<file path="config.mk">
export PLATFORM = sky130hd
export DESIGN_NAME = mux4_rr_arbiter
export DESIGN_NICKNAME = d
export VERILOG_FILES = /design/src/rtl/mux4_rr_arbiter.sv
export SDC_FILE = /design/constraint.sdc
export NUM_CORES = 1
export LEC_CHECK = 0
export CAP_MARGIN = 25
export CORE_UTILIZATION = 40
export CTS_CLUSTER_SIZE = 30
export DETAILED_ROUTE_END_ITERATION = 6
export PLACE_DENSITY = 0.86
export SETUP_SLACK_MARGIN = 0.05
export SYNTH_ARGS = -nofsm -noshare
export SYNTH_HDL_FRONTEND = slang
export SYNTH_SLANG_ARGS = --single-unit
</file>
<file path="constraint.sdc">
create_clock -name clk -period 3 [get_ports clk]
set_input_delay 0.45 -clock clk [delete_from_list [all_inputs] [get_ports clk]]
set_output_delay 0.45 -clock clk [all_outputs]
set_load 0.1 [all_outputs]
</file>
<file path="src/rtl/mux4_rr_arbiter.sv">
// Round-robin arbiter feeding a registered single-entry valid/ready slot from four 32-bit sources.
// Optional burst grant-lock is enabled with `define MUXARB_LOCK_EN.
module mux4_rr_arbiter #(
  parameter int W = 32
) (
  input  logic         clk,
  input  logic         rst_n,
  input  logic [3:0]   req,
  input  logic [3:0]   lock,
  input  logic [W-1:0] a0,
  input  logic [W-1:0] a1,
  input  logic [W-1:0] a2,
  input  logic [W-1:0] a3,
  output logic [3:0]   gnt,
  output logic [1:0]   sel,
  output logic         out_valid,
  output logic [W-1:0] out_data,
  input  logic         out_ready
);

  typedef enum logic [1:0] {IDLE, FULL, LOCKED} state_t;

  state_t            r_state, w_state_nxt;
  logic [1:0]        r_ptr, r_sel, w_idx, w_cand;
  logic [W-1:0]      r_data;
  logic [3:0][W-1:0] w_src;
  logic [3:0]        w_req_m, w_gnt;
  logic              w_free, w_hit, w_lock_hit;

  assign w_src     = {a3, a2, a1, a0};
  assign out_valid = (r_state != IDLE);
  assign w_free    = !out_valid || out_ready;

`ifdef MUXARB_LOCK_EN
  logic [1:0] r_owner;

  // While locked, every requester except the owner is invisible to the search.
  always_comb begin
    w_req_m = req;
    if (r_state == LOCKED) w_req_m = req & (4'b0001 << r_owner);
  end

  assign w_lock_hit = w_hit && lock[w_idx];

  always_ff @(posedge clk or negedge rst_n) begin
    if (!rst_n)     r_owner <= 2'd0;
    else if (w_hit) r_owner <= w_idx;
  end
`else
  logic w_unused_lock;
  assign w_unused_lock = ^lock;
  assign w_req_m       = req;
  assign w_lock_hit    = 1'b0;
`endif

  // Search from ptr+1 upward; k=4 wraps back onto ptr itself, which has lowest priority.
  always_comb begin
    w_gnt  = 4'b0000;
    w_idx  = r_ptr;
    w_cand = r_ptr;
    w_hit  = 1'b0;
    for (int k = 1; k <= 4; k++) begin
      w_cand = r_ptr + 2'(k);
      if (!w_hit && w_req_m[w_cand]) begin
        w_hit = 1'b1;
        w_idx = w_cand;
      end
    end
    if (!(w_free && rst_n)) w_hit = 1'b0;
    if (w_hit) w_gnt[w_idx] = 1'b1;
  end

  assign gnt = w_gnt;

  always_comb begin
    w_state_nxt = r_state;
    if (w_free) begin
      if (w_hit) w_state_nxt = w_lock_hit ? LOCKED : FULL;
      else       w_state_nxt = IDLE;
    end
  end

  always_ff @(posedge clk or negedge rst_n) begin
    if (!rst_n) begin
      r_state <= IDLE;
      r_ptr   <= 2'd3;
      r_sel   <= 2'd0;
      r_data  <= '0;
    end else begin
      r_state <= w_state_nxt;
      if (w_hit) begin
        r_data <= w_src[w_idx];
        r_sel  <= w_idx;
        r_ptr  <= w_idx;
      end
    end
  end

  assign sel      = r_sel;
  assign out_data = r_data;

endmodule

</file>
Yosys cells after proc, flatten, opt, wreduce, memory -nomap -nowiden:

Index checks and enable logic that the tools add are counted.

* add/subtract/negate cells: 3
* $lt $le $gt $ge: 6
* muxes and demuxes: 23
* reductions and logical operators: 11

Operators with widths (count)
* $bmux 32 s2: 1
* $mux 32: 1
* $lt 2x3->1 const B: 5
* $mux 1: 11
* $bmux 1 s2: 4
* $mux 2: 4
* $logic_and 1x1->1: 5
* $add 2x2->2 const B: 2
* $logic_not 1->1: 4
* $mux 4: 1
* $add 2x1->2 const B: 1
* $demux 1 s2: 1
* $ge 2x1->1 const B: 1
* $reduce_bool 2->1: 1
* $logic_or 1x1->1: 1

* bits in registers: 38
* input port bits: 139
* output and inout port bits: 39
* logic and storage cells: 47

Longest topological paths before layout:

Gate-level depths: netlist of run 1.

* depth after elaboration: 18
* gate-level depth with buffers: 7

Worst setup path after synthesis of run 1:

Ideal clock, no wire load.

* kind: reg-to-output
* start point: register r_state[0]
* end point: output port gnt[0]
* arrival time: 2.861 ns
* slack: -0.311 ns
* cell stages (with the launch flop): 6
* cell sequence: dfrtp_1 > nand2b_1 > nor2b_1 > o211ai_2 > buf_6 > nor2_1

* word-level cells in the longest chain between the ends: 6

RTL lines
* start, declared: RTL line 23 `state_t r_state, w_state_nxt;`
* start signal, assigned: RTL line 90 `r_state <= w_state_nxt;`
* $reduce_bool 2->1: RTL line 31 `assign out_valid = (r_state != IDLE);`
* $logic_not 1->1: RTL line 32 `assign w_free = !out_valid || out_ready;`
* $logic_or 1x1->1: RTL line 32
* $logic_and 1x1->1: RTL line 69 `if (!(w_free && rst_n)) w_hit = 1'b0;`
* $mux 1: RTL line 69
* $mux 4: RTL line 70 `if (w_hit) w_gnt[w_idx] = 1'b1;`
* end, declared: RTL line 14 `output logic [3:0] gnt,`

Every way passes these cells.

Worst setup path after layout of run 1:

* start point: input port req[3]
* end point: output port gnt[2]

* word-level cells in the longest chain between the ends: 17
* elaborated cells on any way between the ends: 29
* classes of those cells: 2 x order compare; 20 x mux; 7 x reduce/logical

RTL lines
* start, declared: RTL line 8 `input logic [3:0] req,`
* $bmux 1 s2: RTL line 64 `if (!w_hit && w_req_m[w_cand]) begin`
* $mux 1 (implied by the code): RTL line 64
* $mux 1: RTL line 64
* $logic_not 1->1: RTL line 64
* $logic_and 1x1->1: RTL line 64
* $mux 1: RTL line 64
* $logic_not 1->1: RTL line 64
* $logic_and 1x1->1: RTL line 64
* $mux 1: RTL line 64
* $logic_not 1->1: RTL line 64
* $logic_and 1x1->1: RTL line 64
* $mux 2: RTL line 64
* $lt 2x3->1 (implied by the code) / $ge 2x1->1 (equally long branches): RTL line 70
* $logic_and 1x1->1 (implied by the code): RTL line 70
* $mux 1 (implied by the code): RTL line 70
* $demux 1 s2: RTL line 70
* $mux 4 *: RTL line 70

Every way passes the cells marked *; elsewhere a longest branch is shown, timed or not. The select of a mux whose other input is x is not followed.

==> flow_metrics.tcl, run 1 <==
set metrics [dict create \
    status "finished, final reports clean" \
    ios 178 \
    die_h_um 86.3 \
    setup_viol 0 \
    layout_commonest_cell "clkdlybuf4s50_1" \
    utilization_pct 67.6 \
    r2r_slack_ns 0.70 \
    clock-sinks 37 \
    syn_area_per_cell_um2 11.2 \
    antenna_left 0 \
    hold_viol 0 \
    critical_path.startpoint "req[3]" \
    gp_congestion 0.761 \
    grt_pass1_wl_mm 14.8 \
    cts_resized 0 \
    num-nets-final 560 \
    crit_required_ns 2.55 \
    clock_latency_ns 0.29 \
    worst_hold_slack_ns 0.278 \
    dr.pass1.iters 4 \
    worstReg2RegEnd "out_data[16]$_DFFE_PN0P_" \
    clock_path_buffers 2 \
    vias 2770 \
    viasPerCell 5.35 \
    post-route-drc-count 0 \
    period_needed_ns 2.69 \
    setup_tns_ns 0 \
    path_class "primary input to primary output" \
    end_kind "primary output" \
    netlist_instances 254 \
    hpwl_mm 6.75 \
    numCtsBuffers 5 \
    r2r-start "r_ptr[0]$_DFFE_PN1P_" \
    vdd_drop_max_mv 0.808 \
    grt_util_all_layers_pct 25.4 \
    cp-start-kind "primary input" \
    antenna_found_initial 0 \
    drtIter0Drc 79 \
    r2r_cells 5 \
    synth-seq-cells 37 \
    timing.fmax_ghz 0.371 \
    p_leak_uw 0.00188 \
    synth_seq_area_share_pct 32.7 \
    drive_above_1_share_pct 30.1 \
    rows 30 \
    synthFlopType "dfrtp_1" \
    htree_levels 2 \
    post_cts_buffers 0 \
    grt_pass1_vias 2968 \
    die_area_um2 7450 \
    worstHoldPathType "primary input to async pin" \
    crit_arrival_ns 2.24 \
    hold_buffers 0 \
    fin_ws_ns 0.305 \
    async_flop_share_pct 100 \
    clk_pin_slew_ns 0.08 \
    fin_crit_sh_pct 89.8 \
    slew_headroom_pct 32.7 \
    drt_wl_total_mm 9.26 \
    worst-path-max-fanout 17 \
    worstMarginPinSlew_ns 1.01 \
    portBuffers 173 \
    synth-edff-count 0 \
    die_x_um 86.3 \
    rsz0062_at_grt "no" \
    layout.area.seq_um2 928 \
    core-area_um2 6830 \
    start_util_pct 41.6 \
    ys_warn_count 0 \
    cts_tree "yes" \
    detail_route.wl_per_cell_um 17.9 \
    power.total_uw 4380 \
    endpoint "gnt[2]" \
    maxCapViolCount 0 \
    synth.distinct_cells 30 \
    fillCellCount 552 \
    cts_root_buffer "clkbuf_8" \
    fin_skew_ns 0.00642 \
    p_per_area_nw_per_um2 949 \
    slew_viol_final 0 \
    final_cell_mix "clkdlybuf4s50_1, buf_4, nor2_1" \
    post-place-ws_ns 0.263 \
    grt_overflow 0 \
    multi_input_area_um2 1720 \
    n_antenna_cell 0 \
    netlist_area_um2 2840 \
    synthToLayoutAreaGrowth_pct 62.6 \
    grt_max_degree 38 \
    syn_nets 393 \
]
cell families after synthesis:
family,count (synthesis),synth area share [%]
simple gates,85,15.6
compound gates,75,32.7
flops,37,32.7
mux,32,11.3
buf+inv,25,7.79
layout make-up:
type                            instances  area share (%)
Timing Repair Buffer                  185            38.3
Multi-Input combinational cell        192            37.1
Sequential cell                        37            20.1
Tap cell                               96            2.60
Clock buffer                            5            1.49
Clock inverter                          3           0.379
power breakdown:
part           internal [uW]  leakage, uW  total, uW  switching (uW)
registers                718     0.000408        847             129
clock network            161    0.0000439        353             193
logic                    850      0.00142       3180            2330
total                   1730      0.00188       4380            2660
Yosys cell counts (2+ instances only):
master | instances | area (um^2)
a211oi_2 | 28 | 350
nand2b_1 | 4 | 25.0
clkbuf_1 | 5 | 18.8
and3_1 | 2 | 12.5
buf_2 | 6 | 30.0
buf_4 | 2 | 15.0
nor2b_1 | 2 | 12.5
mux2i_1 | 32 | 320
dfstp_2 | 2 | 52.6
a221oi_2 | 28 | 420
buf_6 | 7 | 78.8
a21o_1 | 3 | 22.5
dfrtp_1 | 35 | 876
nand2_1 | 2 | 7.51
a211oi_1 | 4 | 30.0
nor2_1 | 38 | 143
buf_12 | 3 | 60.1
a21oi_1 | 2 | 10.0
and2_1 | 34 | 213
a221oi_1 | 4 | 35.0
o21ai_1 | 2 | 10.0
per-layer routing:
layer / track usage (%) / up-vias / share of wire (%)
met5: 0 / - / 0
met4: 6.82 / 0 / 1.3
met3: 4.19 / 11 / 5.9
met2: 47.2 / 98 / 52
met1: 30.3 / 1368 / 40
li1: - / 1293 / -
state kept, by name (all words and copies together), names as in the netlist:
signal and cells:
out_data 32, r_ptr 2, r_state 1, sel 2
critical path: stages:
cell and delay, ns:
clkdlybuf4s50_1 0.49, nor2b_4 0.18, o21ai_4 0.40, and3_4 0.30
and3_1 0.22, buf_12 0.19
metrics by stage:
stage	area (um^2)	instances
after floorplan	2840	254
after global placement	4530	510
after detailed placement	4530	510
after CTS	4620	518
after global routing	4620	518
final	4620	518
how the worst min path moves through the flow:
stage,end,slack [ns]
finish,out_data[11]$_DFFE_PN0P_,0.28
detailed placement,sel[1]$_DFFE_PN0P_,0.48
floorplan,out_data[0]$_DFFE_PN0P_,0.15
global route,out_data[21]$_DFFE_PN0P_,0.30
CTS,out_data[21]$_DFFE_PN0P_,0.29
global placement,sel[1]$_DFFE_PN0P_,0.48
(Power assumes the default switching activity.)
==> run 2, diff against run 1 <==
- CORE_UTILIZATION: 40 -> 43
- DONT_BUFFER_PORTS: unset -> 1
- PLACE_DENSITY: 0.86 -> unset
==> flow_metrics.tcl, run 2 (synthesized netlist as in run 1, its figures left out) <==
set metrics [dict create \
    status "finished, final reports clean" \
    clk_pin_slew_ns 0.07 \
    die_area_um2 6940 \
    cts_root_buffer "clkbuf_8" \
    timing.fmax_ghz 0.377 \
    setup_viol 0 \
    worstHoldPathType "primary input to register" \
    period_needed_ns 2.66 \
    drive_above_1_share_pct 35.3 \
    antenna_found_initial 0 \
    numCtsBuffers 5 \
    grt_max_degree 40 \
    rsz0062_at_grt "no" \
    fin_skew_ns 0.00434 \
    drt_wl_total_mm 7.01 \
    detail_route.wl_per_cell_um 21.3 \
    min-delay-start "rst_n" \
    worstReg2RegEnd "out_data[15]$_DFFE_PN0P_" \
    vias 2071 \
    post-route-drc-count 0 \
    p_leak_uw 0.00119 \
    worstMarginPinSlew_ns 0.963 \
    hold_viol 0 \
    rows 29 \
    gp_congestion 0.776 \
    maxCapViolCount 0 \
    path_class "register to primary output" \
    die_h_um 83.3 \
    largest_reg_flops 32 \
    grt_overflow 0 \
    layout_commonest_cell "nor2_1" \
    die_x_um 83.3 \
    dr.pass1.iters 4 \
    grt_util_all_layers_pct 19.8 \
    clock-sinks 37 \
    cts_tree "yes" \
    hpwl_mm 4.86 \
    ios 178 \
    antenna_left 0 \
    slowest_delay_ns 0.58 \
    placed_area_um2 2890 \
    critPathSlowestCell "dfstp_2" \
    r2r-start "r_ptr[0]$_DFFE_PN1P_" \
    num-nets-final 390 \
    n_antenna_cell 0 \
    hold_depth 2 \
    portBuffers 0 \
    slew_viol_final 0 \
    cp-start-kind "register" \
    cp_cell_sequence "nor2b_4, o21ai_4, and3_4, and3_1, buf_12" \
    core-area_um2 6350 \
    grt_pass1_vias 2100 \
    vdd_drop_max_mv 0.681 \
    fin_crit_sh_pct 88.5 \
    r2r_slack_ns 0.55 \
    worst-path-max-fanout 19 \
    p_per_area_nw_per_um2 1270 \
    start_util_pct 44.7 \
    clock_path_buffers 2 \
    htree_levels 2 \
    r2r_cells 6 \
    worst_hold_slack_ns 0.323 \
    setup_tns_ns 0 \
    post_cts_buffers 0 \
    viasPerCell 6.29 \
    end_kind "primary output" \
    crit_arrival_ns 2.21 \
    fin_area_um2 3010 \
    synthToLayoutAreaGrowth_pct 6.03 \
    critical_path.startpoint "r_ptr[0]$_DFFE_PN1P_" \
    whs_endpoint "r_state[0]$_DFFE_PN0N_" \
    slew_headroom_pct 35.8 \
    final_cell_mix "nor2_1, dfrtp_1, mux2i_1, and2_1" \
    clock_latency_ns 0.29 \
    drtIter0Drc 106 \
    grt_pass1_wl_mm 10.8 \
    crit_required_ns 2.55 \
]
==> run 2: layout make-up <==
type                    count  area, um^2
flip-flops and latches     37         928
clock buffers               8        90.1
well taps                  77        96.3
repair buffers             15         178
fillers                   584        3340
multi-input cells         192        1720
==> run 2: how the worst max path moves through the flow <==
stage	end	cells past startpoint	slack, ns
6_report	gnt[2]	5	0.34
5_1_grt	gnt[2]	5	0.21
4_1_cts	gnt[2]	5	0.30
3_5_place_dp	out_data[15]$_DFFE_PN0P_	6	0.54
3_3_place_gp	out_data[16]$_DFFE_PN0P_	5	0.57
2_1_floorplan	gnt[0]	5	-0.31
==> run 2: repair_timing <==
item	CTS	global route
hold buffers	2	0
gates resized for setup	0	0
hold endpoints to repair	37	0
==> run 2: layer usage <==
layer	vias to the layer above	wire length (um)	GRT usage (%)
met5	-	0	0
met4	0	85	5.33
met3	7	510	5.86
met2	94	3520	34.4
met1	1020	2890	23.8
li1	950	-	-
==> run 2: power breakdown <==
| group | internal, uW | switching (uW) |
|---|---|---|
| logic | 440 | 651 |
| registers | 682 | 1700 |
| clock network | 188 | 176 |
| total | 1310 | 2530 |
==> run 2: worst max-delay path, delay by kind of cell, from the launching register on <==
kind | cells | cell delay (ns)
AOI/OAI and AO/OA | 1 | 0.34
buffers and inverters | 1 | 0.18
DFF | 1 | 0.58
and+or+nand+nor | 3 | 0.81
==> run 2: stage by stage <==
| step | worst slack (ns) | instances | total power [uW] | utilization, % |
|---|---|---|---|---|
| final | 0.344 | 329 | 3830 | 47.4 |
| after global routing | 0.206 | 329 | 3990 | 47.4 |
| after CTS | 0.299 | 329 | 3860 | 47.4 |
| after detailed placement | 0.544 | 319 | 3490 | 45.6 |
| after global placement | 0.571 | 319 | 3460 | 45.6 |
| after floorplan | -0.311 | 254 | 3330 | - |
